$ cat src/rtl/typing_pkg.sv
//==============================================================================
// typing_pkg : letter encoding, PS/2 prefix codes and FSM state types shared
//              by the keystroke decoder and the word checker.
// Revision    : 1.0
//==============================================================================
`default_nettype none

package typing_pkg;

  localparam logic [4:0] LET_NONE = 5'd0;
  localparam logic [4:0] LET_A = 5'd1;
  localparam logic [4:0] LET_B = 5'd2;
  localparam logic [4:0] LET_C = 5'd3;
  localparam logic [4:0] LET_D = 5'd4;
  localparam logic [4:0] LET_E = 5'd5;
  localparam logic [4:0] LET_F = 5'd6;
  localparam logic [4:0] LET_G = 5'd7;
  localparam logic [4:0] LET_H = 5'd8;
  localparam logic [4:0] LET_I = 5'd9;
  localparam logic [4:0] LET_J = 5'd10;
  localparam logic [4:0] LET_K = 5'd11;
  localparam logic [4:0] LET_L = 5'd12;
  localparam logic [4:0] LET_M = 5'd13;
  localparam logic [4:0] LET_N = 5'd14;
  localparam logic [4:0] LET_O = 5'd15;
  localparam logic [4:0] LET_P = 5'd16;
  localparam logic [4:0] LET_Q = 5'd17;
  localparam logic [4:0] LET_R = 5'd18;
  localparam logic [4:0] LET_S = 5'd19;
  localparam logic [4:0] LET_T = 5'd20;
  localparam logic [4:0] LET_U = 5'd21;
  localparam logic [4:0] LET_V = 5'd22;
  localparam logic [4:0] LET_W = 5'd23;
  localparam logic [4:0] LET_X = 5'd24;
  localparam logic [4:0] LET_Y = 5'd25;
  localparam logic [4:0] LET_Z = 5'd26;

  localparam logic [7:0] SC_BREAK = 8'hF0;
  localparam logic [7:0] SC_EXT   = 8'hE0;

  typedef enum logic [1:0] {
    CS_NORMAL    = 2'd0,
    CS_EXT       = 2'd1,
    CS_BREAK     = 2'd2,
    CS_EXT_BREAK = 2'd3
  } code_state_t;

  typedef enum logic [1:0] {
    FS_IDLE   = 2'd0,
    FS_DATA   = 2'd1,
    FS_PARITY = 2'd2,
    FS_STOP   = 2'd3
  } frame_state_t;

  // Scan code set 2 make codes of the letter keys.
  function automatic logic [4:0] scan_to_letter(input logic [7:0] code);
    logic [4:0] let_v;
    let_v = LET_NONE;
    case (code)
      8'h1C: let_v = LET_A;
      8'h32: let_v = LET_B;
      8'h21: let_v = LET_C;
      8'h23: let_v = LET_D;
      8'h24: let_v = LET_E;
      8'h2B: let_v = LET_F;
      8'h34: let_v = LET_G;
      8'h33: let_v = LET_H;
      8'h43: let_v = LET_I;
      8'h3B: let_v = LET_J;
      8'h42: let_v = LET_K;
      8'h4B: let_v = LET_L;
      8'h3A: let_v = LET_M;
      8'h31: let_v = LET_N;
      8'h44: let_v = LET_O;
      8'h4D: let_v = LET_P;
      8'h15: let_v = LET_Q;
      8'h2D: let_v = LET_R;
      8'h1B: let_v = LET_S;
      8'h2C: let_v = LET_T;
      8'h3C: let_v = LET_U;
      8'h2A: let_v = LET_V;
      8'h1D: let_v = LET_W;
      8'h22: let_v = LET_X;
      8'h35: let_v = LET_Y;
      8'h1A: let_v = LET_Z;
      default: let_v = LET_NONE;
    endcase
    return let_v;
  endfunction

endpackage

`default_nettype wire

$ cat src/rtl/ps2_key_decoder_if.sv
//==============================================================================
// ps2_key_decoder_if : PS/2 pins in, letter keystroke and error strobes out.
// Revision           : 1.0
//==============================================================================
`default_nettype none

interface ps2_key_decoder_if;
  logic       ps2_clk;
  logic       ps2_data;
  logic [4:0] kstrk;
  logic       kr;
  logic       frame_err;

  modport master (
    output ps2_clk, ps2_data,
    input  kstrk, kr, frame_err
  );

  modport slave (
    input  ps2_clk, ps2_data,
    output kstrk, kr, frame_err
  );
endinterface

`default_nettype wire

$ cat src/rtl/ps2_key_decoder_frame_rx.sv
//==============================================================================
// ps2_frame_rx : pin synchronizers, clock glitch filter, 11-bit frame FSM and
//                partial-frame timeout. Emits one byte per valid frame.
// Revision     : 1.0
//==============================================================================
`default_nettype none

module ps2_frame_rx
  import typing_pkg::*;
#(
  parameter int SYNC_STAGES = 2,
  parameter int FILTER_LEN  = 8,
  parameter int TIMEOUT_CYC = 100000
) (
  input  logic       clk,
  input  logic       reset,
  input  logic       ps2_clk_i,
  input  logic       ps2_data_i,
  output logic [7:0] byte_o,
  output logic       byte_rdy_o,
  output logic       frame_err_o
);

  localparam int FCW = $clog2(FILTER_LEN + 1);
  localparam int TCW = $clog2(TIMEOUT_CYC + 1);

  logic [SYNC_STAGES-1:0] clk_sync_q;
  logic [SYNC_STAGES-1:0] data_sync_q;
  logic                   clk_s;
  logic                   data_s;

  always_ff @(posedge clk) begin
    if (reset) begin
      clk_sync_q  <= '1;
      data_sync_q <= '1;
    end else begin
      clk_sync_q  <= {clk_sync_q[SYNC_STAGES-2:0], ps2_clk_i};
      data_sync_q <= {data_sync_q[SYNC_STAGES-2:0], ps2_data_i};
    end
  end

  assign clk_s  = clk_sync_q[SYNC_STAGES-1];
  assign data_s = data_sync_q[SYNC_STAGES-1];

  logic           filt_q;
  logic [FCW-1:0] fcnt_q;
  logic           filt_flip;
  logic           sample_evt;

  // The filtered level follows only after FILTER_LEN consecutive differing samples.
  assign filt_flip  = (clk_s != filt_q) && (fcnt_q == FCW'(FILTER_LEN - 1));
  assign sample_evt = filt_flip && filt_q;

  always_ff @(posedge clk) begin
    if (reset) begin
      filt_q <= 1'b1;
      fcnt_q <= '0;
    end else if (clk_s == filt_q) begin
      fcnt_q <= '0;
    end else if (filt_flip) begin
      filt_q <= clk_s;
      fcnt_q <= '0;
    end else begin
      fcnt_q <= fcnt_q + FCW'(1);
    end
  end

  frame_state_t   state_q;
  logic [2:0]     bit_cnt_q;
  logic [7:0]     shift_q;
  logic           par_ok_q;
  logic [TCW-1:0] tcnt_q;
  logic           byte_rdy_q;
  logic           frame_err_q;

  always_ff @(posedge clk) begin
    if (reset) begin
      state_q     <= FS_IDLE;
      bit_cnt_q   <= '0;
      shift_q     <= '0;
      par_ok_q    <= 1'b0;
      tcnt_q      <= '0;
      byte_rdy_q  <= 1'b0;
      frame_err_q <= 1'b0;
    end else begin
      byte_rdy_q  <= 1'b0;
      frame_err_q <= 1'b0;
      if (sample_evt) begin
        tcnt_q <= '0;
        case (state_q)
          FS_IDLE: begin
            if (!data_s) begin
              state_q   <= FS_DATA;
              bit_cnt_q <= '0;
            end
          end
          FS_DATA: begin
            shift_q   <= {data_s, shift_q[7:1]};
            bit_cnt_q <= bit_cnt_q + 3'd1;
            if (bit_cnt_q == 3'd7) state_q <= FS_PARITY;
          end
          FS_PARITY: begin
            par_ok_q <= ^{data_s, shift_q};
            state_q  <= FS_STOP;
          end
          FS_STOP: begin
            state_q <= FS_IDLE;
            if (data_s && par_ok_q) byte_rdy_q  <= 1'b1;
            else                    frame_err_q <= 1'b1;
          end
          default: state_q <= FS_IDLE;
        endcase
      end else if (state_q != FS_IDLE) begin
        if (tcnt_q == TCW'(TIMEOUT_CYC - 1)) begin
          state_q     <= FS_IDLE;
          tcnt_q      <= '0;
          frame_err_q <= 1'b1;
        end else begin
          tcnt_q <= tcnt_q + TCW'(1);
        end
      end
    end
  end

  assign byte_o      = shift_q;
  assign byte_rdy_o  = byte_rdy_q;
  assign frame_err_o = frame_err_q;

endmodule

`default_nettype wire

$ cat src/rtl/ps2_key_decoder.sv
//==============================================================================
// ps2_key_decoder : turns PS/2 break sequences for letter keys into a letter
//                   code with a one-cycle release strobe.
// Revision        : 1.0
//==============================================================================
`default_nettype none

module ps2_key_decoder
  import typing_pkg::*;
#(
  parameter int SYNC_STAGES = 2,
  parameter int FILTER_LEN  = 8,
  parameter int TIMEOUT_CYC = 100000
) (
  input  logic             clk,
  input  logic             reset,
  ps2_key_decoder_if.slave bus
);

  logic [7:0] rx_byte;
  logic       rx_rdy;
  logic       rx_err;

  ps2_frame_rx #(
    .SYNC_STAGES (SYNC_STAGES),
    .FILTER_LEN  (FILTER_LEN),
    .TIMEOUT_CYC (TIMEOUT_CYC)
  ) u_frame_rx (
    .clk         (clk),
    .reset       (reset),
    .ps2_clk_i   (bus.ps2_clk),
    .ps2_data_i  (bus.ps2_data),
    .byte_o      (rx_byte),
    .byte_rdy_o  (rx_rdy),
    .frame_err_o (rx_err)
  );

  code_state_t cstate_q;
  logic [4:0]  kstrk_q;
  logic        kr_q;
  logic [4:0]  letter;

  assign letter = scan_to_letter(rx_byte);

  always_ff @(posedge clk) begin
    if (reset) begin
      cstate_q <= CS_NORMAL;
      kstrk_q  <= LET_NONE;
      kr_q     <= 1'b0;
    end else begin
      kr_q <= 1'b0;
      if (rx_err) begin
        cstate_q <= CS_NORMAL;
      end else if (rx_rdy) begin
        case (cstate_q)
          CS_NORMAL: begin
            if (rx_byte == SC_EXT)        cstate_q <= CS_EXT;
            else if (rx_byte == SC_BREAK) cstate_q <= CS_BREAK;
          end
          CS_EXT: begin
            cstate_q <= (rx_byte == SC_BREAK) ? CS_EXT_BREAK : CS_NORMAL;
          end
          CS_BREAK: begin
            cstate_q <= CS_NORMAL;
            if (letter != LET_NONE) begin
              kstrk_q <= letter;
              kr_q    <= 1'b1;
            end
          end
          default: cstate_q <= CS_NORMAL;
        endcase
      end
    end
  end

  assign bus.kstrk     = kstrk_q;
  assign bus.kr        = kr_q;
  assign bus.frame_err = rx_err;

endmodule

`default_nettype wire

$ cat src/flat_wrapper.sv
// flat-port wrapper written by rule: the top's interface ports become plain ports
module ps2_key_decoder_flat import typing_pkg::*;
#(
  parameter int SYNC_STAGES = 2,
  parameter int FILTER_LEN  = 8,
  parameter int TIMEOUT_CYC = 100000
)
  (clk, reset, bus_ps2_clk, bus_ps2_data, bus_kstrk, bus_kr, bus_frame_err);
  ps2_key_decoder_if bus_i ();
  input  logic clk;
  input  logic reset;
  input wire logic [$bits(bus_i.ps2_clk)-1:0] bus_ps2_clk;
  input wire logic [$bits(bus_i.ps2_data)-1:0] bus_ps2_data;
  output wire logic [$bits(bus_i.kstrk)-1:0] bus_kstrk;
  output wire logic [$bits(bus_i.kr)-1:0] bus_kr;
  output wire logic [$bits(bus_i.frame_err)-1:0] bus_frame_err;
  assign bus_i.ps2_clk = bus_ps2_clk;
  assign bus_i.ps2_data = bus_ps2_data;
  assign bus_kstrk = bus_i.kstrk;
  assign bus_kr = bus_i.kr;
  assign bus_frame_err = bus_i.frame_err;
  ps2_key_decoder #(.SYNC_STAGES(SYNC_STAGES), .FILTER_LEN(FILTER_LEN), .TIMEOUT_CYC(TIMEOUT_CYC)) u_core (.clk(clk), .reset(reset), .bus(bus_i));
endmodule
$ cat config.mk
export PLATFORM = sky130hd
export DESIGN_NAME = ps2_key_decoder_flat
export DESIGN_NICKNAME = d
export VERILOG_FILES = /design/src/rtl/typing_pkg.sv /design/src/rtl/ps2_key_decoder_if.sv /design/src/rtl/ps2_key_decoder_frame_rx.sv /design/src/rtl/ps2_key_decoder.sv /design/src/flat_wrapper.sv
export SDC_FILE = /design/constraint.sdc
export NUM_CORES = 1
export LEC_CHECK = 0
export CAP_MARGIN = 25
export CORE_AREA = 2 2 73 82
export CTS_CLUSTER_DIAMETER = 120
export CTS_CLUSTER_SIZE = 12
export DETAILED_ROUTE_END_ITERATION = 7
export DIE_AREA = 0 0 75 84
export PLACE_DENSITY = 0.75
export SLEW_MARGIN = 20
export SYNTH_ARGS = -nofsm -noshare
export SYNTH_HDL_FRONTEND = slang
export SYNTH_SLANG_ARGS = --single-unit
export TNS_END_PERCENT = 20
$ cat constraint.sdc
create_clock -name clk -period 3.73 [get_ports clk]
set_input_delay 0.746 -clock clk [delete_from_list [all_inputs] [get_ports clk]]
set_output_delay 0.746 -clock clk [all_outputs]
set_load 0.02 [all_outputs]
==> results of run 1 <==
[layout by cell type, fill, tap and decap left out, types with 3 or more instances in the layout]
cell type,Yosys,final
and3_1,5,5
mux2i_1,4,4
nand3_1,18,18
inv_1,12,12
clkbuf_8,0,6
nand2b_1,9,9
a31oi_1,8,8
dfxtp_1,55,55
nor2_1,34,34
clkdlybuf4s50_1,0,10
nand3b_1,5,5
o22ai_1,8,8
xor2_1,14,14
nor2b_1,5,5
nand2_1,31,31
a211oi_1,3,3
or2_2,5,5
nor3_1,9,9
ha_1,20,20
o21ai_0,12,12
or3_1,4,4
xnor2_1,8,8
nand4_1,3,3
a21oi_1,24,24
a32oi_1,5,5
o211ai_1,4,4
[area by class of cell]
cell class              count  area (sq um)
multi-input cells         286          1970
inverters                  14          62.6
repair buffers             12           115
clock buffers               6          82.6
fillers                   498          2090
well taps                  77          96.3
clock inverters             2          35.0
flip-flops and latches     55          1100
[worst max-delay path by stage]
stage                            startpoint         to  slack, ps  cells after the start
6_report       u_core.u_frame_rx.state_q[1]  flip-flop        510                     13
5_1_grt        u_core.u_frame_rx.state_q[1]  flip-flop        210                     13
4_1_cts        u_core.u_frame_rx.state_q[1]  flip-flop        590                     13
3_5_place_dp   u_core.u_frame_rx.state_q[1]  flip-flop        620                     13
3_3_place_gp                          reset  flip-flop        660                      7
2_1_floorplan                         reset  flip-flop        880                     12
[power by group through the flow]
stage	sequential, mW	combinational (mW)	clock, mW
detailed placement	0.604	0.0209	0
finish	0.591	0.0207	0.400
global route	0.591	0.0231	0.432
CTS	0.591	0.0208	0.414
global placement	0.604	0.0207	0
floorplan	0.604	0.0157	0
[flip-flops by register name, indices dropped and copies added, names as in the netlist, named ones only]
signal,count
u_core.bus.kr,1
u_core.bus.kstrk,5
u_core.cstate_q,2
u_core.u_frame_rx.bit_cnt_q,3
u_core.u_frame_rx.byte_o,8
u_core.u_frame_rx.byte_rdy_o,1
u_core.u_frame_rx.clk_sync_q,2
u_core.u_frame_rx.data_sync_q,2
u_core.u_frame_rx.fcnt_q,4
u_core.u_frame_rx.filt_q,1
u_core.u_frame_rx.frame_err_o,1
u_core.u_frame_rx.par_ok_q,1
u_core.u_frame_rx.state_q,2
u_core.u_frame_rx.tcnt_q,17
[cells by family (layout without fill, tap and decap cells)]
logic type / after synthesis / in the layout / share of synthesized area
and+or+nand+nor: 150 / 150 / 0.252
AOI/OAI and AO/OA: 89 / 89 / 0.203
DFF: 55 / 55 / 0.340
buffers and inverters: 31 / 34 / 0.0514
xor gates and xnor gates: 22 / 22 / 0.0595
adders and majority gates: 20 / 20 / 0.0773
muxes: 5 / 5 / 0.0158
[per-stage QoR]
step,area (sq um),hold WS (ps)
2_1_floorplan,3240,389
3_3_place_gp,3340,402
3_5_place_dp,3340,406
4_1_cts,3460,420
5_1_grt,3460,439
6_report,3460,422
[worst max-delay path: stages (launching register included)]
cell	delay, ps
dfxtp_1	350
inv_1	90
ha_1	290
nand3b_2	240
nor2_4	370
nand2_1	130
a21oi_1	350
inv_1	150
ha_1	330
nand2_1	130
a21oi_1	80
nor2_1	130
a31oi_1	110
a221o_1	350
[layer usage]
| metal | routed length (microns) | vias to the layer above | global-route usage | share of wire |
|---|---|---|---|---|
| li1 | - | 1333 | - | - |
| met5 | 0 | - | 0 | 0 |
| met4 | 202 | 0 | 0.101 | 0.029 |
| met3 | 249 | 17 | 0.0374 | 0.036 |
| met2 | 3500 | 69 | 0.399 | 0.51 |
| met1 | 2900 | 1272 | 0.271 | 0.42 |
==> reports/qor.log, run 1 <==
qor: worst_setup_path.worstRegToRegCells 13
qor: worst_setup_path.worst-r2r-setup-slack 510 ps
qor: clocking.cts.root.buffer_cell clkbuf_8
qor: yosys.postSynthAreaPerCell 8.70 sq um
qor: cells_and_area.layout-drive-gt1-share 0.0987
qor: clocking.cts-root-to-sink-buffers 2
qor: sta.timing.final.ws_setup 511 ps
qor: detailed_routing.wire_per_inst 15.2 microns
qor: yosys.ys.flop_type dfxtp_1
qor: yosys.number_of_cells_produced_by_synthesis 372
qor: yosys.synth_edf_count 0
qor: floorplan.fp.dieArea 0.00630 sq mm
qor: clocking.cts_setup_buffers 0
qor: sta.finalMaxSlewViolations 0
qor: worst_hold_path.worst_hold_path.num_cells 1
qor: cells_and_area.post-route-util 0.624
qor: global_routing.grt_antenna_before_repair 0
qor: worst_setup_path.worstPathMaxFanout 15
qor: floorplan.core-area 0.00555 sq mm
qor: global_routing.vias_in_the_first_global_route 2641
qor: cells_and_area.flow.area_growth_from_synthesis 6.96%
qor: global_routing.first_pass_grt_wire_length 11700 microns
qor: sta.timing_worst_slew_pin_value 663 ps
qor: power_and_ir_drop.power_switching 198 uW
qor: worst_setup_path.category_of_the_worst_setup_path_launch_point flip-flop
qor: clocking.tritoncts built
qor: worst_setup_path.worst-endpoint-arrival 3420 ps
qor: global_routing.largest_net_degree_at_the_start_of_global_routing 36
qor: worst_setup_path.critical_path_class flip-flop to flip-flop
qor: clocking.ctsHoldBuffers 0
qor: sta.post-route-period-util 0.863
qor: worst_setup_path.required 3930 ps
qor: floorplan.rows 29
qor: place.setup_ws_pre_cts 616 ps
qor: clocking.clock_sinks 55
qor: clocking.path_clk_slew 100 ps
qor: power_and_ir_drop.power.share.switching 0.196
qor: global_routing.globalRouteTotalUtil 0.230
qor: yosys.synth.area.top_cells dfxtp_1 (34%), ha_1 (7.7%), nor2_1 (3.9%)
qor: worst_hold_path.hold_path_end u_core.u_frame_rx.clk_sync_q[1]
qor: power_and_ir_drop.p_per_area 292 mW/mm^2
qor: yosys.synth_largest_area_cell dfxtp_1
qor: power_and_ir_drop.power_report.internal_total 813 uW
qor: global_routing.globalRouteOverflowTotal 0
qor: detailed_routing.drt_pre_antenna_iters 5
qor: detailed_routing.ant_nets 0
qor: sta.rsz0062_at_grt no
qor: cells_and_area.number_of_cells_in_the_finished_layout_apart_from_fillers 452
qor: sta.finalHoldViolCount 0
qor: clocking.inserted_clock_buffers 5
qor: sta.setup_viol 0
qor: yosys.synth.top_cell.area_share 0.340
qor: sta.max_freq 311 MHz
qor: power_and_ir_drop.p_total 1.01 mW
qor: yosys.sequential_area_share_after_synthesis 0.340
qor: sta.layout_min_cycle_time 3220 ps
qor: power_and_ir_drop.leakagePower 1.23 nW
qor: clocking.ctsHtreeMaxLevel 2
qor: power_and_ir_drop.power.clock.fraction 0.396
qor: power_and_ir_drop.pwr-share-comb 0.020
qor: floorplan.initial_core_util 0.583
qor: place.placed_cell_count 444
qor: cells_and_area.final_nets 398
qor: job.max_cap_viols 0
qor: yosys.async_flop_share 0
qor: detailed_routing.avgViaCountPerCell 5.95
qor: worst_setup_path.worst_setup_path_end_kind flip-flop
qor: clocking.post_cts.resized_instances 0
qor: detailed_routing.detail_route.iter0.violations 195
qor: worst_setup_path.worstReg2RegStart u_core.u_frame_rx.state_q[1]
qor: place.port-buffer-count 10
qor: floorplan.die_x 75 microns
qor: yosys.net_count_after_synthesis 396
qor: floorplan.io_pins 11
qor: place.half_perimeter_wire_length_of_the_detailed_placement_result 4970 microns
qor: detailed_routing.totalWireLength 6860 microns
qor: clocking.clk_latency 300 ps
qor: sta.slew_headroom 0.558
qor: sta.final.setup_skew 9.18 ps
qor: power_and_ir_drop.seqPwrFrac 0.584
qor: yosys.yosys_warnings 0
qor: floorplan.die-height 84 microns
qor: worst_hold_path.holdCritStartpoint u_core.u_frame_rx.clk_sync_q[0]
qor: status.status finished clean
qor: worst_hold_path.worst_hold_class flip-flop to flip-flop
qor: detailed_routing.drc 0
qor: sta.setup-tns-final 0 ps
qor: yosys.synth_common_cells dfxtp_1 (55), nor2_1 (34), nand2_1 (31), a21oi_1 (24), ha_1 (20)
qor: yosys.syn_area 0.00324 sq mm
qor: place.gp_congestion 0.981
qor: yosys.synth_most_common_cell dfxtp_1
qor: detailed_routing.vias 2691
qor: cells_and_area.antenna-diode-count 0
qor: yosys.ys_seq_elements 55
qor: power_and_ir_drop.vdd.ir_drop.worst 0.000170 V
qor: yosys.yosys.cell_types.count 68
No activity file was read; power rests on OpenSTA's default activity.
==> run 2, diff against run 1 <==
--- a/config.mk
+++ b/config.mk
@@ -6,14 +6,15 @@
 export NUM_CORES = 1
 export LEC_CHECK = 0
 export CAP_MARGIN = 25
-export CORE_AREA = 2 2 73 82
+export CORE_AREA = 2 2 70 78
 export CTS_CLUSTER_DIAMETER = 120
 export CTS_CLUSTER_SIZE = 12
 export DETAILED_ROUTE_END_ITERATION = 7
-export DIE_AREA = 0 0 75 84
-export PLACE_DENSITY = 0.75
+export DIE_AREA = 0 0 72 80
+export PLACE_DENSITY = 0.76
 export SLEW_MARGIN = 20
 export SYNTH_ARGS = -nofsm -noshare
 export SYNTH_HDL_FRONTEND = slang
+export SYNTH_HIERARCHICAL = 1
 export SYNTH_SLANG_ARGS = --single-unit
 export TNS_END_PERCENT = 20
==> run 2 against run 1 <==
Against the previous run: die area fell by 8.6%; register-to-register slack better by 810 ps; hold slack got worse by 3.3 ps; combinational power up 74%; critical path depth decreased by 6; flip-flop and latch count decreased by 5; final cell count fell by 14%; fmax grew 34%; first-iteration DRC count fell by 26%.
==> reports/qor.log, run 2 <==
qor: status.status finished clean
qor: worst_setup_path.category_of_the_worst_setup_path_launch_point flip-flop
qor: yosys.ys_seq_elements 50
qor: cells_and_area.layout-drive-gt1-share 0.0906
qor: worst_setup_path.critical_path_class flip-flop to flip-flop
qor: yosys.synth_largest_area_cell dfxtp_1
qor: power_and_ir_drop.p_total 985 uW
qor: cells_and_area.n_fill_cell 427
qor: sta.timing.final.ws_setup 1330 ps
qor: clocking.post_cts.resized_instances 0
qor: floorplan.initial_core_util 0.594
qor: detailed_routing.avgViaCountPerCell 5.94
qor: global_routing.globalRouteTotalUtil 0.207
qor: yosys.yosys_warnings 6
qor: clocking.path_clk_slew 90 ps
qor: sta.timing_worst_slew_pin_value 965 ps
qor: clocking.tritoncts built
qor: cells_and_area.flow.area_growth_from_synthesis 5.77%
qor: place.half_perimeter_wire_length_of_the_detailed_placement_result 3810 microns
qor: power_and_ir_drop.pwr-share-comb 0.037
qor: detailed_routing.drc 0
qor: job.max_cap_viols 0
qor: floorplan.core-area 0.00497 sq mm
qor: clocking.ctsHoldBuffers 0
qor: detailed_routing.ant_nets 0
qor: yosys.ys.flop_type dfxtp_1
qor: worst_setup_path.worstRegToRegCells 7
qor: floorplan.io_pins 11
qor: worst_hold_path.worst_hold_path.num_cells 1
qor: worst_setup_path.worst_setup_path_end_kind flip-flop
qor: sta.rsz0062_at_grt no
qor: clocking.clk_latency 310 ps
qor: yosys.net_count_after_synthesis 347
qor: clocking.cts_setup_buffers 0
qor: worst_setup_path.worst-endpoint-arrival 2570 ps
qor: power_and_ir_drop.power.share.switching 0.210
qor: sta.setup_viol 0
qor: cells_and_area.layout_commonest_cell dfxtp_1
qor: clocking.cts-root-to-sink-buffers 2
qor: cells_and_area.antenna-diode-count 0
qor: detailed_routing.detail_route.iter0.violations 144
qor: detailed_routing.drt_pre_antenna_iters 4
qor: sta.post-route-period-util 0.645
qor: sta.slew_headroom 0.356
qor: sta.setup-tns-final 0 ps
qor: yosys.postSynthAreaPerCell 8.91 sq um
qor: floorplan.rows 27
qor: sta.final.setup_skew 21.6 ps
qor: global_routing.largest_net_degree_at_the_start_of_global_routing 34
qor: yosys.yosys.cell_types.count 62
qor: place.port-buffer-count 10
qor: place.gp_congestion 0.859
qor: worst_setup_path.worstReg2RegStart u_core/u_frame_rx/state_q[0]
qor: yosys.synth_common_cells dfxtp_1 (50), nor2_1 (42), mux2i_1 (20), nand2_1 (19), nand2b_1 (14)
qor: yosys.synth.area.top_cells dfxtp_1 (34%), mux2i_1 (6.8%), nor2_1 (5.3%)
qor: global_routing.vias_in_the_first_global_route 2167
qor: detailed_routing.wire_per_inst 14.2 microns
qor: yosys.async_flop_share 0
qor: worst_hold_path.holdCritStartpoint u_core/u_frame_rx/clk_sync_q[0]
qor: clocking.ctsHtreeMaxLevel 2
qor: yosys.syn_area 0.00295 sq mm
qor: place.setup_ws_pre_cts 1360 ps
qor: yosys.synth_most_common_cell dfxtp_1
qor: sta.layout_min_cycle_time 2400 ps
qor: worst_setup_path.required 3890 ps
qor: clocking.inserted_clock_buffers 5
qor: sta.max_freq 416 MHz
qor: clocking.clock_sinks 50
qor: cells_and_area.final_cell_mix dfxtp_1 (50), nor2_1 (42), mux2i_1 (20), nand2_1 (19), nand2b_1 (14)
qor: power_and_ir_drop.seqPwrFrac 0.551
qor: worst_hold_path.worst_hold_class flip-flop to flip-flop
qor: power_and_ir_drop.vdd.ir_drop.worst 0.000265 V
qor: floorplan.fp.dieArea 0.00576 sq mm
qor: global_routing.grt_antenna_before_repair 0
qor: yosys.synth_edf_count 0
qor: worst_setup_path.worst-r2r-setup-slack 1330 ps
qor: power_and_ir_drop.power_report.internal_total 779 uW
qor: sta.finalHoldViolCount 0
qor: power_and_ir_drop.p_per_area 316 mW/mm^2
qor: floorplan.die_x 72 microns
qor: worst_setup_path.worstPathMaxFanout 17
qor: power_and_ir_drop.leakagePower 1.17 nW
qor: floorplan.die-height 80 microns
qor: detailed_routing.totalWireLength 5530 microns
qor: sta.hold_ws 419 ps
qor: cells_and_area.regMostFlops u_core/u_frame_rx/tcnt_q
qor: power_and_ir_drop.power.clock.fraction 0.412
qor: cells_and_area.final_nets 346
qor: clocking.cts.root.buffer_cell clkbuf_8
qor: yosys.sequential_area_share_after_synthesis 0.339
qor: worst_setup_path.reg2reg_to u_core/u_frame_rx/tcnt_q[6]
qor: place.placement.cell_area 0.00300 sq mm
qor: yosys.synth.top_cell.area_share 0.339
qor: yosys.number_of_cells_produced_by_synthesis 331
qor: global_routing.first_pass_grt_wire_length 9600 microns
qor: cells_and_area.largest_register_ff_count 17
qor: power_and_ir_drop.power_switching 207 uW
qor: global_routing.globalRouteOverflowTotal 0
qor: cells_and_area.post_route_standard_cell_area_excluding_fillers 0.00312 sq mm
qor: worst_hold_path.hold_path_end u_core/u_frame_rx/clk_sync_q[1]
qor: sta.finalMaxSlewViolations 0
qor: detailed_routing.vias 2311
## run 2: cell count changes in the layout (fill, tap and decap cells not counted), moves of 6 or more
cell,delta
a21oi_1,-18
nand2_1,-12
ha_1,-8
o21ai_0,-6
mux2i_1,+16
nor2_1,+8
o22ai_1,-7
## run 2: kinds of logic after synthesis
kind of cell	share of synthesized area
multiplexers	0.0806
XOR/XNOR	0.0818
adder cells (fa/ha/maj)	0.0509
buffers and inverters	0.0611
AO/OA/AOI/OAI	0.124
flip-flops	0.339
AND/OR/NAND/NOR	0.262
## run 2: worst max-delay path by stage
stage                                       startpoint                      endpoint  slack [ps]  cells past startpoint
final                     u_core/u_frame_rx/state_q[0]   u_core/u_frame_rx/tcnt_q[6]        1330                      7
after global placement                           reset   u_core/u_frame_rx/tcnt_q[2]        1450                      4
after detailed placement  u_core/u_frame_rx/state_q[0]   u_core/u_frame_rx/tcnt_q[7]        1360                      7
after floorplan            u_core/u_frame_rx/byte_o[1]                 u_core/bus.kr        1690                      8
after CTS                 u_core/u_frame_rx/state_q[0]  u_core/u_frame_rx/tcnt_q[16]        1280                      7
after global routing      u_core/u_frame_rx/state_q[0]   u_core/u_frame_rx/tcnt_q[8]        1050                      7
## run 2: final cells by class
cell class / count / area (sq um) / share of cell area
Inverter: 11 / 41.3 / 0.0132
Clock inverter: 2 / 38.8 / 0.0124
Timing Repair Buffer: 12 / 115 / 0.0369
Clock buffer: 6 / 82.6 / 0.0265
Sequential cell: 50 / 1000 / 0.321
Multi-Input combinational cell: 250 / 1770 / 0.567
Tap cell: 58 / 72.6 / 0.0233
## run 2: critical path, cell delays in order, from the launching register on
cell and delay [ps]:
dfxtp_1 400, inv_1 90, ha_1 350, and4b_1 380, nand2_1 100, nor4_2 320
or3_1 520, nor2_1 110
## run 2: power groups by stage
| stage | clock network [mW] | registers, mW | logic, mW |
|---|---|---|---|
| floorplan | 0 | 0.559 | 0.0224 |
| global placement | 0 | 0.556 | 0.0358 |
| detailed placement | 0 | 0.555 | 0.0362 |
| CTS | 0.416 | 0.543 | 0.0363 |
| global route | 0.435 | 0.544 | 0.0393 |
| finish | 0.406 | 0.543 | 0.0361 |
## run 2: metal layers
layer | track usage | wire length [microns]
met5 | 0 | 0
met2 | 0.332 | 2660
met1 | 0.268 | 2560
met4 | 0.100 | 112
met3 | 0.0354 | 201
## run 2: per-stage QoR
step / util / std cells
after detailed placement: 0.604 / 381
final: 0.628 / 389
after global routing: 0.628 / 389
after global placement: 0.604 / 381
after floorplan: - / 331
after CTS: 0.628 / 389
